### config.mk
export PLATFORM = sky130hd
export DESIGN_NAME = nx_ia_sram_arbiter_flat
export DESIGN_NICKNAME = d
export VERILOG_FILES = /design/src/rtl/nx_ia_sram_arbiter_if.sv /design/src/rtl/nx_ia_sram_arbiter.sv /design/src/flat_wrapper.sv
export SDC_FILE = /design/constraint.sdc
export NUM_CORES = 1
export LEC_CHECK = 0
export ABC_AREA = 1
export CORE_MARGIN = 5
export CORE_UTILIZATION = 44
export CTS_BUF_LIST = sky130_fd_sc_hd__clkbuf_16
export CTS_CLUSTER_SIZE = 10
export DETAILED_ROUTE_END_ITERATION = 8
export PLACE_DENSITY_LB_ADDON = 0.2
export SLEW_MARGIN = 20
export SYNTH_ARGS = -nofsm -noshare
export SYNTH_HDL_FRONTEND = slang
export SYNTH_SLANG_ARGS = --single-unit
### constraint.sdc
create_clock -name clk -period 3.89 [get_ports clk]
set_input_delay 1.167 -clock clk [delete_from_list [all_inputs] [get_ports clk]]
set_output_delay 1.167 -clock clk [all_outputs]
set_load 0.03 [all_outputs]
### src/rtl/nx_ia_sram_arbiter_if.sv
// Bundles the software, hardware and RAM-side signals of the SRAM arbiter.
// The arbiter takes the slave view; the surrounding environment takes the master view.
interface nx_ia_sram_arbiter_if #(
  parameter int N_DATA_BITS = 38,
  parameter int N_ADDR_BITS = 14
);
  // software (indirect-access controller) port
  logic                   sw_cs;
  logic                   sw_we;
  logic [N_ADDR_BITS-1:0] sw_add;
  logic [N_DATA_BITS-1:0] sw_wdat;
  logic                   sw_yield;
  logic                   sw_reset;
  logic                   grant;
  logic                   rsp;
  logic [N_DATA_BITS-1:0] sw_rdat;

  // hardware (datapath) port
  logic                   hw_req;
  logic                   hw_we;
  logic [N_ADDR_BITS-1:0] hw_add;
  logic [N_DATA_BITS-1:0] hw_wdat;
  logic                   hw_gnt;
  logic                   hw_rvld;
  logic [N_DATA_BITS-1:0] hw_rdat;

  // single-port RAM
  logic                   mem_cs;
  logic                   mem_we;
  logic [N_ADDR_BITS-1:0] mem_add;
  logic [N_DATA_BITS-1:0] mem_wdat;
  logic [N_DATA_BITS-1:0] mem_rdat;

  modport slave (
    input  sw_cs, sw_we, sw_add, sw_wdat, sw_yield, sw_reset,
    output grant, rsp, sw_rdat,
    input  hw_req, hw_we, hw_add, hw_wdat,
    output hw_gnt, hw_rvld, hw_rdat,
    output mem_cs, mem_we, mem_add, mem_wdat,
    input  mem_rdat
  );

  modport master (
    output sw_cs, sw_we, sw_add, sw_wdat, sw_yield, sw_reset,
    input  grant, rsp, sw_rdat,
    output hw_req, hw_we, hw_add, hw_wdat,
    input  hw_gnt, hw_rvld, hw_rdat,
    input  mem_cs, mem_we, mem_add, mem_wdat,
    output mem_rdat
  );
endinterface

### src/rtl/nx_ia_sram_arbiter.sv
// Single-port SRAM arbiter merging the indirect-access software port with the
// datapath hardware port, with a fairness counter bounding hardware bursts.
module nx_ia_sram_arbiter #(
  parameter int N_DATA_BITS  = 38,
  parameter int N_ADDR_BITS  = 14,
  parameter int RD_LATENCY   = 1,
  parameter int MAX_HW_BURST = 8
) (
  input  logic                   clk,
  input  logic                   rst_n,
  nx_ia_sram_arbiter_if.slave    bus
);

  localparam int         PIPE_DEPTH = RD_LATENCY + 1;
  localparam int         TOP        = PIPE_DEPTH - 1;
  localparam logic [7:0] BURST_MAX  = 8'(MAX_HW_BURST);

  // ---------------------------------------------------------------------------
  // Arbitration
  // ---------------------------------------------------------------------------
  logic [7:0] burst_q, burst_d;
  logic       sw_wins;
  logic       hw_wins;

  // Grants are gated by reset so nothing is accepted while rst_n is low.
  assign sw_wins = rst_n && bus.sw_cs &&
                   (bus.sw_yield || bus.sw_reset || !bus.hw_req || burst_q == BURST_MAX);
  assign hw_wins = rst_n && bus.hw_req && !sw_wins;

  assign bus.grant  = sw_wins;
  assign bus.hw_gnt = hw_wins;

  always_comb begin
    burst_d = burst_q;
    if (sw_wins || !bus.sw_cs) begin
      burst_d = '0;
    end else if (hw_wins && burst_q != BURST_MAX) begin
      burst_d = burst_q + 8'd1;
    end
  end

  // ---------------------------------------------------------------------------
  // Command stage
  // ---------------------------------------------------------------------------
  logic                   mem_cs_q,   mem_cs_d;
  logic                   mem_we_q,   mem_we_d;
  logic [N_ADDR_BITS-1:0] mem_add_q,  mem_add_d;
  logic [N_DATA_BITS-1:0] mem_wdat_q, mem_wdat_d;

  always_comb begin
    mem_cs_d   = 1'b0;
    mem_we_d   = 1'b0;
    mem_add_d  = mem_add_q;
    mem_wdat_d = mem_wdat_q;
    if (sw_wins) begin
      mem_cs_d   = 1'b1;
      mem_we_d   = bus.sw_we;
      mem_add_d  = bus.sw_add;
      mem_wdat_d = bus.sw_wdat;
    end else if (hw_wins) begin
      mem_cs_d   = 1'b1;
      mem_we_d   = bus.hw_we;
      mem_add_d  = bus.hw_add;
      mem_wdat_d = bus.hw_wdat;
    end
  end

  assign bus.mem_cs   = mem_cs_q;
  assign bus.mem_we   = mem_we_q;
  assign bus.mem_add  = mem_add_q;
  assign bus.mem_wdat = mem_wdat_q;

  // ---------------------------------------------------------------------------
  // Response pipeline: stage k is occupied during cycle T+1+k of a read granted at T
  // ---------------------------------------------------------------------------
  logic [PIPE_DEPTH-1:0] vld_q, vld_d;
  logic [PIPE_DEPTH-1:0] is_sw_q, is_sw_d;

  assign vld_d[0]   = (sw_wins && !bus.sw_we) || (hw_wins && !bus.hw_we);
  assign is_sw_d[0] = sw_wins;

  for (genvar gi = 1; gi < PIPE_DEPTH; gi++) begin : g_pipe
    assign vld_d[gi]   = vld_q[gi-1];
    assign is_sw_d[gi] = is_sw_q[gi-1];
  end

  logic                   rsp_q,     rsp_d;
  logic                   hw_rvld_q, hw_rvld_d;
  logic [N_DATA_BITS-1:0] sw_rdat_q, sw_rdat_d;
  logic [N_DATA_BITS-1:0] hw_rdat_q, hw_rdat_d;

  // The last stage lines up with valid RAM data; capture it for the owner.
  always_comb begin
    rsp_d     = vld_q[TOP] && is_sw_q[TOP];
    hw_rvld_d = vld_q[TOP] && !is_sw_q[TOP];
    sw_rdat_d = rsp_d     ? bus.mem_rdat : sw_rdat_q;
    hw_rdat_d = hw_rvld_d ? bus.mem_rdat : hw_rdat_q;
  end

  assign bus.rsp     = rsp_q;
  assign bus.sw_rdat = sw_rdat_q;
  assign bus.hw_rvld = hw_rvld_q;
  assign bus.hw_rdat = hw_rdat_q;

  // ---------------------------------------------------------------------------
  // State registers
  // ---------------------------------------------------------------------------
  always_ff @(posedge clk) begin
    if (!rst_n) begin
      burst_q    <= '0;
      mem_cs_q   <= 1'b0;
      mem_we_q   <= 1'b0;
      mem_add_q  <= '0;
      mem_wdat_q <= '0;
      vld_q      <= '0;
      is_sw_q    <= '0;
      rsp_q      <= 1'b0;
      hw_rvld_q  <= 1'b0;
      sw_rdat_q  <= '0;
      hw_rdat_q  <= '0;
    end else begin
      burst_q    <= burst_d;
      mem_cs_q   <= mem_cs_d;
      mem_we_q   <= mem_we_d;
      mem_add_q  <= mem_add_d;
      mem_wdat_q <= mem_wdat_d;
      vld_q      <= vld_d;
      is_sw_q    <= is_sw_d;
      rsp_q      <= rsp_d;
      hw_rvld_q  <= hw_rvld_d;
      sw_rdat_q  <= sw_rdat_d;
      hw_rdat_q  <= hw_rdat_d;
    end
  end

endmodule

### src/flat_wrapper.sv
// flat-port wrapper written by rule: the top's interface ports become plain ports
module nx_ia_sram_arbiter_flat 
#(
  parameter int N_DATA_BITS  = 38,
  parameter int N_ADDR_BITS  = 14,
  parameter int RD_LATENCY   = 1,
  parameter int MAX_HW_BURST = 8
)
  (clk, rst_n, bus_sw_cs, bus_sw_we, bus_sw_add, bus_sw_wdat, bus_sw_yield, bus_sw_reset, bus_grant, bus_rsp, bus_sw_rdat, bus_hw_req, bus_hw_we, bus_hw_add, bus_hw_wdat, bus_hw_gnt, bus_hw_rvld, bus_hw_rdat, bus_mem_cs, bus_mem_we, bus_mem_add, bus_mem_wdat, bus_mem_rdat);
  nx_ia_sram_arbiter_if #(.N_DATA_BITS(N_DATA_BITS), .N_ADDR_BITS(N_ADDR_BITS)) bus_i ();
  input  logic clk;
  input  logic rst_n;
  input wire logic [$bits(bus_i.sw_cs)-1:0] bus_sw_cs;
  input wire logic [$bits(bus_i.sw_we)-1:0] bus_sw_we;
  input wire logic [$bits(bus_i.sw_add)-1:0] bus_sw_add;
  input wire logic [$bits(bus_i.sw_wdat)-1:0] bus_sw_wdat;
  input wire logic [$bits(bus_i.sw_yield)-1:0] bus_sw_yield;
  input wire logic [$bits(bus_i.sw_reset)-1:0] bus_sw_reset;
  output wire logic [$bits(bus_i.grant)-1:0] bus_grant;
  output wire logic [$bits(bus_i.rsp)-1:0] bus_rsp;
  output wire logic [$bits(bus_i.sw_rdat)-1:0] bus_sw_rdat;
  input wire logic [$bits(bus_i.hw_req)-1:0] bus_hw_req;
  input wire logic [$bits(bus_i.hw_we)-1:0] bus_hw_we;
  input wire logic [$bits(bus_i.hw_add)-1:0] bus_hw_add;
  input wire logic [$bits(bus_i.hw_wdat)-1:0] bus_hw_wdat;
  output wire logic [$bits(bus_i.hw_gnt)-1:0] bus_hw_gnt;
  output wire logic [$bits(bus_i.hw_rvld)-1:0] bus_hw_rvld;
  output wire logic [$bits(bus_i.hw_rdat)-1:0] bus_hw_rdat;
  output wire logic [$bits(bus_i.mem_cs)-1:0] bus_mem_cs;
  output wire logic [$bits(bus_i.mem_we)-1:0] bus_mem_we;
  output wire logic [$bits(bus_i.mem_add)-1:0] bus_mem_add;
  output wire logic [$bits(bus_i.mem_wdat)-1:0] bus_mem_wdat;
  input wire logic [$bits(bus_i.mem_rdat)-1:0] bus_mem_rdat;
  assign bus_i.sw_cs = bus_sw_cs;
  assign bus_i.sw_we = bus_sw_we;
  assign bus_i.sw_add = bus_sw_add;
  assign bus_i.sw_wdat = bus_sw_wdat;
  assign bus_i.sw_yield = bus_sw_yield;
  assign bus_i.sw_reset = bus_sw_reset;
  assign bus_grant = bus_i.grant;
  assign bus_rsp = bus_i.rsp;
  assign bus_sw_rdat = bus_i.sw_rdat;
  assign bus_i.hw_req = bus_hw_req;
  assign bus_i.hw_we = bus_hw_we;
  assign bus_i.hw_add = bus_hw_add;
  assign bus_i.hw_wdat = bus_hw_wdat;
  assign bus_hw_gnt = bus_i.hw_gnt;
  assign bus_hw_rvld = bus_i.hw_rvld;
  assign bus_hw_rdat = bus_i.hw_rdat;
  assign bus_mem_cs = bus_i.mem_cs;
  assign bus_mem_we = bus_i.mem_we;
  assign bus_mem_add = bus_i.mem_add;
  assign bus_mem_wdat = bus_i.mem_wdat;
  assign bus_i.mem_rdat = bus_mem_rdat;
  nx_ia_sram_arbiter #(.N_DATA_BITS(N_DATA_BITS), .N_ADDR_BITS(N_ADDR_BITS), .RD_LATENCY(RD_LATENCY), .MAX_HW_BURST(MAX_HW_BURST)) u_core (.clk(clk), .rst_n(rst_n), .bus(bus_i));
endmodule
* Word-level counts from Yosys, hierarchy flattened *
Cells that the tools add are included.

word-level totals
  flip-flop bits (word level) = 144
  input port bits = 150
  output and inout port bits = 134

cells by class
  add/subtract/negate cells = 1
  equal/unequal tests = 2
  mux-type cells = 8
  bitwise logic cells = 1
  reduce and logical (&&, ||, !) cells = 22

operator list
  operator                                                          number
  38-bit two-way mux                                                2
  14-bit two-way mux                                                2
  1-bit logical AND                                                 9
  8-bit by 1-bit adder with 8-bit output (second input constant)    1
  8-bit by 4-bit == test with 1-bit output (second input constant)  1
  8-bit by 4-bit != test with 1-bit output (second input constant)  1
  1-bit logical NOT                                                 6
  1-bit logical OR                                                  5
  1-bit two-way mux                                                 4
  2-bit nonzero test                                                1
  2-bit OR reduction                                                1
  1-bit inverter                                                    1

* Logic depth before layout (Yosys ltp) *
Gate-level depths: netlist of the first run.

  depth after elaboration = 8
  mapped depth = 10
  depth with buffers taken out = 9

* Least setup slack after synthesis of the first run *
No wires, ideal clock.

  kind = input to output
  start point = input port bus_sw_reset
  end point = output port bus_hw_gnt
  arrival = 2.053 ns
  path slack = 0.670 ns
  cell stages on the path = 8
  cells stage by stage = nor2_1 -> nand2_1 -> inv_1 -> o21ai_4 -> nand2_2 -> buf_2 -> nand2_1 -> inv_2

between the ends
  cells in the longest elaborated chain, start to end = 6

ends and longest elaborated chain
  what                            line                      source
  start: declaration              flat_wrapper.sv:18        input wire logic [$bits(bus_i.sw_reset)-1:0] bus_sw_reset;
  1-bit logical OR (3 in series)  nx_ia_sram_arbiter.sv:27  (bus.sw_yield || bus.sw_reset || !bus.hw_req || burst_q == BURST_MAX);
  1-bit logical AND               nx_ia_sram_arbiter.sv:26  assign sw_wins = rst_n && bus.sw_cs &&
  1-bit logical NOT               nx_ia_sram_arbiter.sv:28  assign hw_wins = rst_n && bus.hw_req && !sw_wins;
  1-bit logical AND               nx_ia_sram_arbiter.sv:28
  end: declaration                flat_wrapper.sv:26        output wire logic [$bits(bus_i.hw_gnt)-1:0] bus_hw_gnt;

No other way between the ends.

* Final worst setup path of the first run *
  start point = input port bus_hw_req
  end point = output port bus_hw_gnt

between the ends
  cells in the longest elaborated chain, start to end = 6
  elaborated cells between the ends (all ways) = 7
  classes of those cells = 7 x reduce/logical

ends and longest elaborated chain
  what                            line                      source
  start: declaration              flat_wrapper.sv:22        input wire logic [$bits(bus_i.hw_req)-1:0] bus_hw_req;
  1-bit logical NOT               nx_ia_sram_arbiter.sv:27
  1-bit logical OR (2 in series)  nx_ia_sram_arbiter.sv:27
  1-bit logical AND               nx_ia_sram_arbiter.sv:26
  1-bit logical NOT               nx_ia_sram_arbiter.sv:28
  1-bit logical AND *             nx_ia_sram_arbiter.sv:28

Every way passes the cells marked *; elsewhere a longest branch is shown, timed or not.

==> flow_results.xml, run 1 <==
<?xml version="1.0" encoding="UTF-8"?>
<metrics>
  <group name="clock_network">
    <metric name="maximum_root_to_sink_buffer_count" unit="">2</metric>
    <metric name="clock_insertion_delay_worst_skew" unit="ps">420</metric>
    <metric name="cts.clk_slew.worst_paths" unit="ps">60</metric>
    <metric name="cts.sink_count" unit="">144</metric>
    <metric name="clockRootBuffer" unit="">sky130_fd_sc_hd__clkbuf_16</metric>
    <metric name="holdBufCountCts" unit="">0</metric>
    <metric name="numCtsBuffers" unit="">17</metric>
    <metric name="post-cts-setup-buffers" unit="">0</metric>
    <metric name="tritoncts_clock_tree" unit="">done</metric>
    <metric name="cts_repair_resize_count" unit="">0</metric>
    <metric name="htree_levels" unit="">4</metric>
  </group>
  <group name="layout">
    <metric name="final_net_count" unit="">1239</metric>
    <metric name="final_util" unit="%">70.97</metric>
    <metric name="drive_above_1_share" unit="%">5.000</metric>
    <metric name="antenna_cells" unit="">0</metric>
    <metric name="final_cells" unit="">1276</metric>
    <metric name="final_design_area_no_fill" unit="sq um">9361</metric>
    <metric name="layout-area-overhead-vs-synth" unit="%">59.26</metric>
  </group>
  <group name="sta">
    <metric name="tightestPinTransition" unit="ps">1007</metric>
    <metric name="period_needed" unit="ps">3635</metric>
    <metric name="final-max-slew-violation-count" unit="">0</metric>
    <metric name="period_share" unit="%">93.45</metric>
    <metric name="hold_violations" unit="">0</metric>
    <metric name="total_neg_setup_slack" unit="ps">0</metric>
    <metric name="relSlewSlack" unit="%">32.87</metric>
    <metric name="achievable-frequency" unit="GHz">0.2751</metric>
    <metric name="finalClockSkew" unit="ps">9.800</metric>
    <metric name="rsz0062_at_grt" unit="">no</metric>
    <metric name="setup_violations" unit="">0</metric>
    <metric name="fin_ws" unit="ps">254.9</metric>
  </group>
  <group name="logic_synthesis">
    <metric name="netlist_area" unit="sq um">5878</metric>
    <metric name="synth_enable_flop_cells" unit="">0</metric>
    <metric name="area_fraction_in_compound_gates_after_synthesis" unit="%">12.26</metric>
    <metric name="muxShareOfSynthArea" unit="%">0</metric>
    <metric name="post-synth-top-area-fraction" unit="%">49.04</metric>
    <metric name="synth.cells.most_frequent" unit="">166 x sky130_fd_sc_hd__nor2_1, 144 x sky130_fd_sc_hd__dfxtp_1, 124 x sky130_fd_sc_hd__nand2_1</metric>
    <metric name="synthesis.nets" unit="">984</metric>
    <metric name="main_combinational_cell_family_by_area_after_synthesis" unit="">simple AND/OR/NAND/NOR gates</metric>
    <metric name="yosys.area_share.adder" unit="%">0.4257</metric>
    <metric name="yosys_warnings" unit="">0</metric>
    <metric name="synthArstFlopShare" unit="%">0</metric>
    <metric name="synthMostInstantiatedCell" unit="">sky130_fd_sc_hd__nor2_1</metric>
    <metric name="syn-instance-count" unit="">832</metric>
    <metric name="yosys.area_share.simple" unit="%">28.82</metric>
    <metric name="syn-mean-instance-area" unit="sq um">7.065</metric>
    <metric name="ys_top_cells_by_area" unit="">sky130_fd_sc_hd__dfxtp_1 49%, sky130_fd_sc_hd__nor2_1 11%, sky130_fd_sc_hd__nand3_1 9.4%</metric>
    <metric name="postSynth.topFlopCell" unit="">sky130_fd_sc_hd__dfxtp_1</metric>
    <metric name="synth_area_leader_cell" unit="">sky130_fd_sc_hd__dfxtp_1</metric>
    <metric name="synth_sequential_area_ratio" unit="%">49.04</metric>
    <metric name="synthXorXnorAreaFrac" unit="%">0.1490</metric>
    <metric name="unique_masters_post_synth" unit="">24</metric>
    <metric name="ys_ff_latch" unit="">144</metric>
  </group>
  <group name="setup_path">
    <metric name="timing.critical_path.fanout_max" unit="">8</metric>
    <metric name="setup.worst_path.start_class" unit="">input port</metric>
    <metric name="timing.critical_path.mode_cell" unit="">sky130_fd_sc_hd__nand2_1</metric>
    <metric name="cp.buffers_inverters" unit="">4</metric>
    <metric name="cp.arrival" unit="ps">2470</metric>
    <metric name="timing.critical_path.slowest_stage_cell" unit="">sky130_fd_sc_hd__clkdlybuf4s50_1</metric>
    <metric name="cp.required" unit="ps">2720</metric>
    <metric name="timing.critical_path.cells" unit="">clkdlybuf4s50_1, nand2_1, inv_1, o21ai_4, nand2_2, nand2_1, inv_2, buf_12</metric>
    <metric name="path_delay_family" unit="">buffers and inverters</metric>
    <metric name="worst_r2r_startpoint" unit="">u_core.burst_q[0]</metric>
    <metric name="origin_of_the_worst_setup_path" unit="">bus_hw_req</metric>
    <metric name="critical_path.endpoint_type" unit="">output port</metric>
    <metric name="delay_contributed_by_the_slowest_stage_of_the_critical_path" unit="ps">540</metric>
    <metric name="timing.setup.critical_path_class" unit="">in -&gt; out</metric>
  </group>
  <group name="global_routing">
    <metric name="grt_antenna_before_repair" unit="">0</metric>
    <metric name="globalRouteTotalUtil" unit="%">23.56</metric>
    <metric name="grt_start_max_net_pins" unit="">80</metric>
    <metric name="grt_pass1_wl" unit="um">30220</metric>
    <metric name="number_of_global_route_vias_before_repair" unit="">6107</metric>
    <metric name="gr-total-overflow" unit="">0</metric>
  </group>
  <group name="floorplan">
    <metric name="chipWidth" unit="um">125.6</metric>
    <metric name="fp.coreArea" unit="sq um">13190</metric>
    <metric name="initial_core_util" unit="%">44.56</metric>
    <metric name="top_level_ports" unit="">284</metric>
    <metric name="floorplan.die_area" unit="sq um">15770</metric>
    <metric name="die-height" unit="um">125.6</metric>
    <metric name="num_rows" unit="">42</metric>
  </group>
  <group name="placed_design">
    <metric name="io_buffers" unit="">283</metric>
    <metric name="place.detailed.hpwl" unit="um">12720</metric>
    <metric name="placement.cell_area" unit="sq um">8787</metric>
    <metric name="place_inst" unit="">1244</metric>
    <metric name="gp_congestion" unit="">0.7752</metric>
    <metric name="pre_cts_ws" unit="ps">264.1</metric>
  </group>
  <group name="hold_path">
    <metric name="worst_hold_class" unit="">reg -&gt; reg</metric>
    <metric name="hold_start" unit="">u_core.is_sw_q[0]</metric>
  </group>
  <group name="drt">
    <metric name="drt-vias-per-instance" unit="">4.917</metric>
    <metric name="detailedRoute.firstPassIterationCount" unit="">5</metric>
    <metric name="num_vias" unit="">6274</metric>
    <metric name="drcViolationCount" unit="">0</metric>
    <metric name="aggregate_routed_wire_length" unit="um">18890</metric>
    <metric name="wl_per_cell" unit="um">14.80</metric>
    <metric name="first_iter_violations" unit="">500</metric>
    <metric name="route.antenna.remaining_nets" unit="">0</metric>
  </group>
  <group name="power_and_ir_drop">
    <metric name="power.ir.vdd_worst" unit="V">0.0002463</metric>
    <metric name="power_density" unit="nW/um^2">410.9</metric>
    <metric name="total_leakage_power" unit="nW">3.827</metric>
  </group>
  <group name="status">
    <metric name="status" unit="">finished, final reports clean</metric>
  </group>
  <group name="run">
    <metric name="maxCapViolCount" unit="">0</metric>
  </group>
</metrics>
[state kept, by name (all words and copies together) (netlist names)]
signal               flops
u_core.bus.rsp           1
u_core.bus.mem_cs        1
u_core.bus.hw_rvld       1
u_core.bus.sw_rdat      38
u_core.is_sw_q           2
u_core.bus.mem_add      14
u_core.bus.hw_rdat      38
u_core.burst_q           8
u_core.vld_q             2
u_core.bus.mem_we        1
u_core.bus.mem_wdat     38
[worst reg2reg max path, cell delays in order, from the launching register on]
cell	delay [ps]
sky130_fd_sc_hd__dfxtp_1	330
sky130_fd_sc_hd__inv_1	80
sky130_fd_sc_hd__ha_1	170
sky130_fd_sc_hd__nand3_2	120
sky130_fd_sc_hd__o21ai_4	180
sky130_fd_sc_hd__buf_4	480
sky130_fd_sc_hd__nand3_1	240
sky130_fd_sc_hd__nand2_1	100
sky130_fd_sc_hd__inv_1	40
sky130_fd_sc_hd__a21oi_1	110
[report_power, final]
part	switching [W]	internal (W)
registers	0.0000338	0.00155
logic	0.000362	0.000317
clock network	0.000687	0.000900
total	0.00108	0.00276
[placed cells by master (no fill, tap or decap), types with 2 or more instances in the layout]
cell type / count
sky130_fd_sc_hd__inv_2: 4
sky130_fd_sc_hd__inv_1: 76
sky130_fd_sc_hd__clkbuf_16: 17
sky130_fd_sc_hd__nand4_1: 3
sky130_fd_sc_hd__clkdlybuf4s50_1: 280
sky130_fd_sc_hd__o21ai_4: 2
sky130_fd_sc_hd__dfxtp_1: 144
sky130_fd_sc_hd__nand2_1: 124
sky130_fd_sc_hd__nor2_1: 165
sky130_fd_sc_hd__inv_8: 2
sky130_fd_sc_hd__o21ai_1: 6
sky130_fd_sc_hd__o311ai_0: 2
sky130_fd_sc_hd__buf_4: 12
sky130_fd_sc_hd__o21ai_0: 71
sky130_fd_sc_hd__o2111ai_1: 3
sky130_fd_sc_hd__nand3b_1: 2
sky130_fd_sc_hd__a21oi_1: 54
sky130_fd_sc_hd__inv_6: 6
sky130_fd_sc_hd__nand3_1: 110
sky130_fd_sc_hd__clkinvlp_4: 4
sky130_fd_sc_hd__ha_1: 2
[area by class of cell]
cell class                      count  area, sq um
Clock buffer                       17        425.4
Clock inverter                     15        148.9
Fill cell                        1088         3829
Inverter                           81        304.0
Multi-Input combinational cell    549         2462
Sequential cell                   144         2883
Tap cell                          176        220.2
Timing Repair Buffer              294         2918
[cell families after synthesis]
family                   count (synthesis)
XOR/XNOR                                 1
adder cells (fa/ha/maj)                  2
AND/OR/NAND/NOR                        408
buffers and inverters                  139
AO/OA/AOI/OAI                          138
flip-flops                             144
[layer usage]
metal  global-route usage [%]  up-vias  share of wire (%)
met3                    9.680       35                9.1
met1                    25.82     2832                 39
met2                    40.75      240                 49
li1                         -     3167                  -
met5                        0        -                  0
met4                    8.865        0                2.3
[worst paths after layout]
path                                                to  slack [ps]  cells past startpoint
worst max-delay path                        bus_hw_gnt         250                      8
worst min register to register       u_core.is_sw_q[1]         410                      2
worst max register to register  u_core.bus.mem_add[13]        1980                      9
worst min-delay path                 u_core.is_sw_q[1]         410                      2
[stage by stage]
step | total power, W | hold slack, ps
after global placement | 0.002286 | 391.4
after floorplan | 0.001944 | 390.5
final | 0.003847 | 411.8
after detailed placement | 0.002292 | 402.1
after global routing | 0.003994 | 448.2
after CTS | 0.003879 | 413.0
Power figures use the tool's default switching activity.
==> run 2: changes to the inputs <==
--- a/config.mk
+++ b/config.mk
@@ -12,7 +12,7 @@
 export CTS_CLUSTER_SIZE = 10
 export DETAILED_ROUTE_END_ITERATION = 8
 export PLACE_DENSITY_LB_ADDON = 0.2
-export SLEW_MARGIN = 20
+export SLEW_MARGIN = 0
 export SYNTH_ARGS = -nofsm -noshare
 export SYNTH_HDL_FRONTEND = slang
 export SYNTH_SLANG_ARGS = --single-unit
==> results of run 2 <==
Final layout, timing and power as in run 1 (identical DEF).
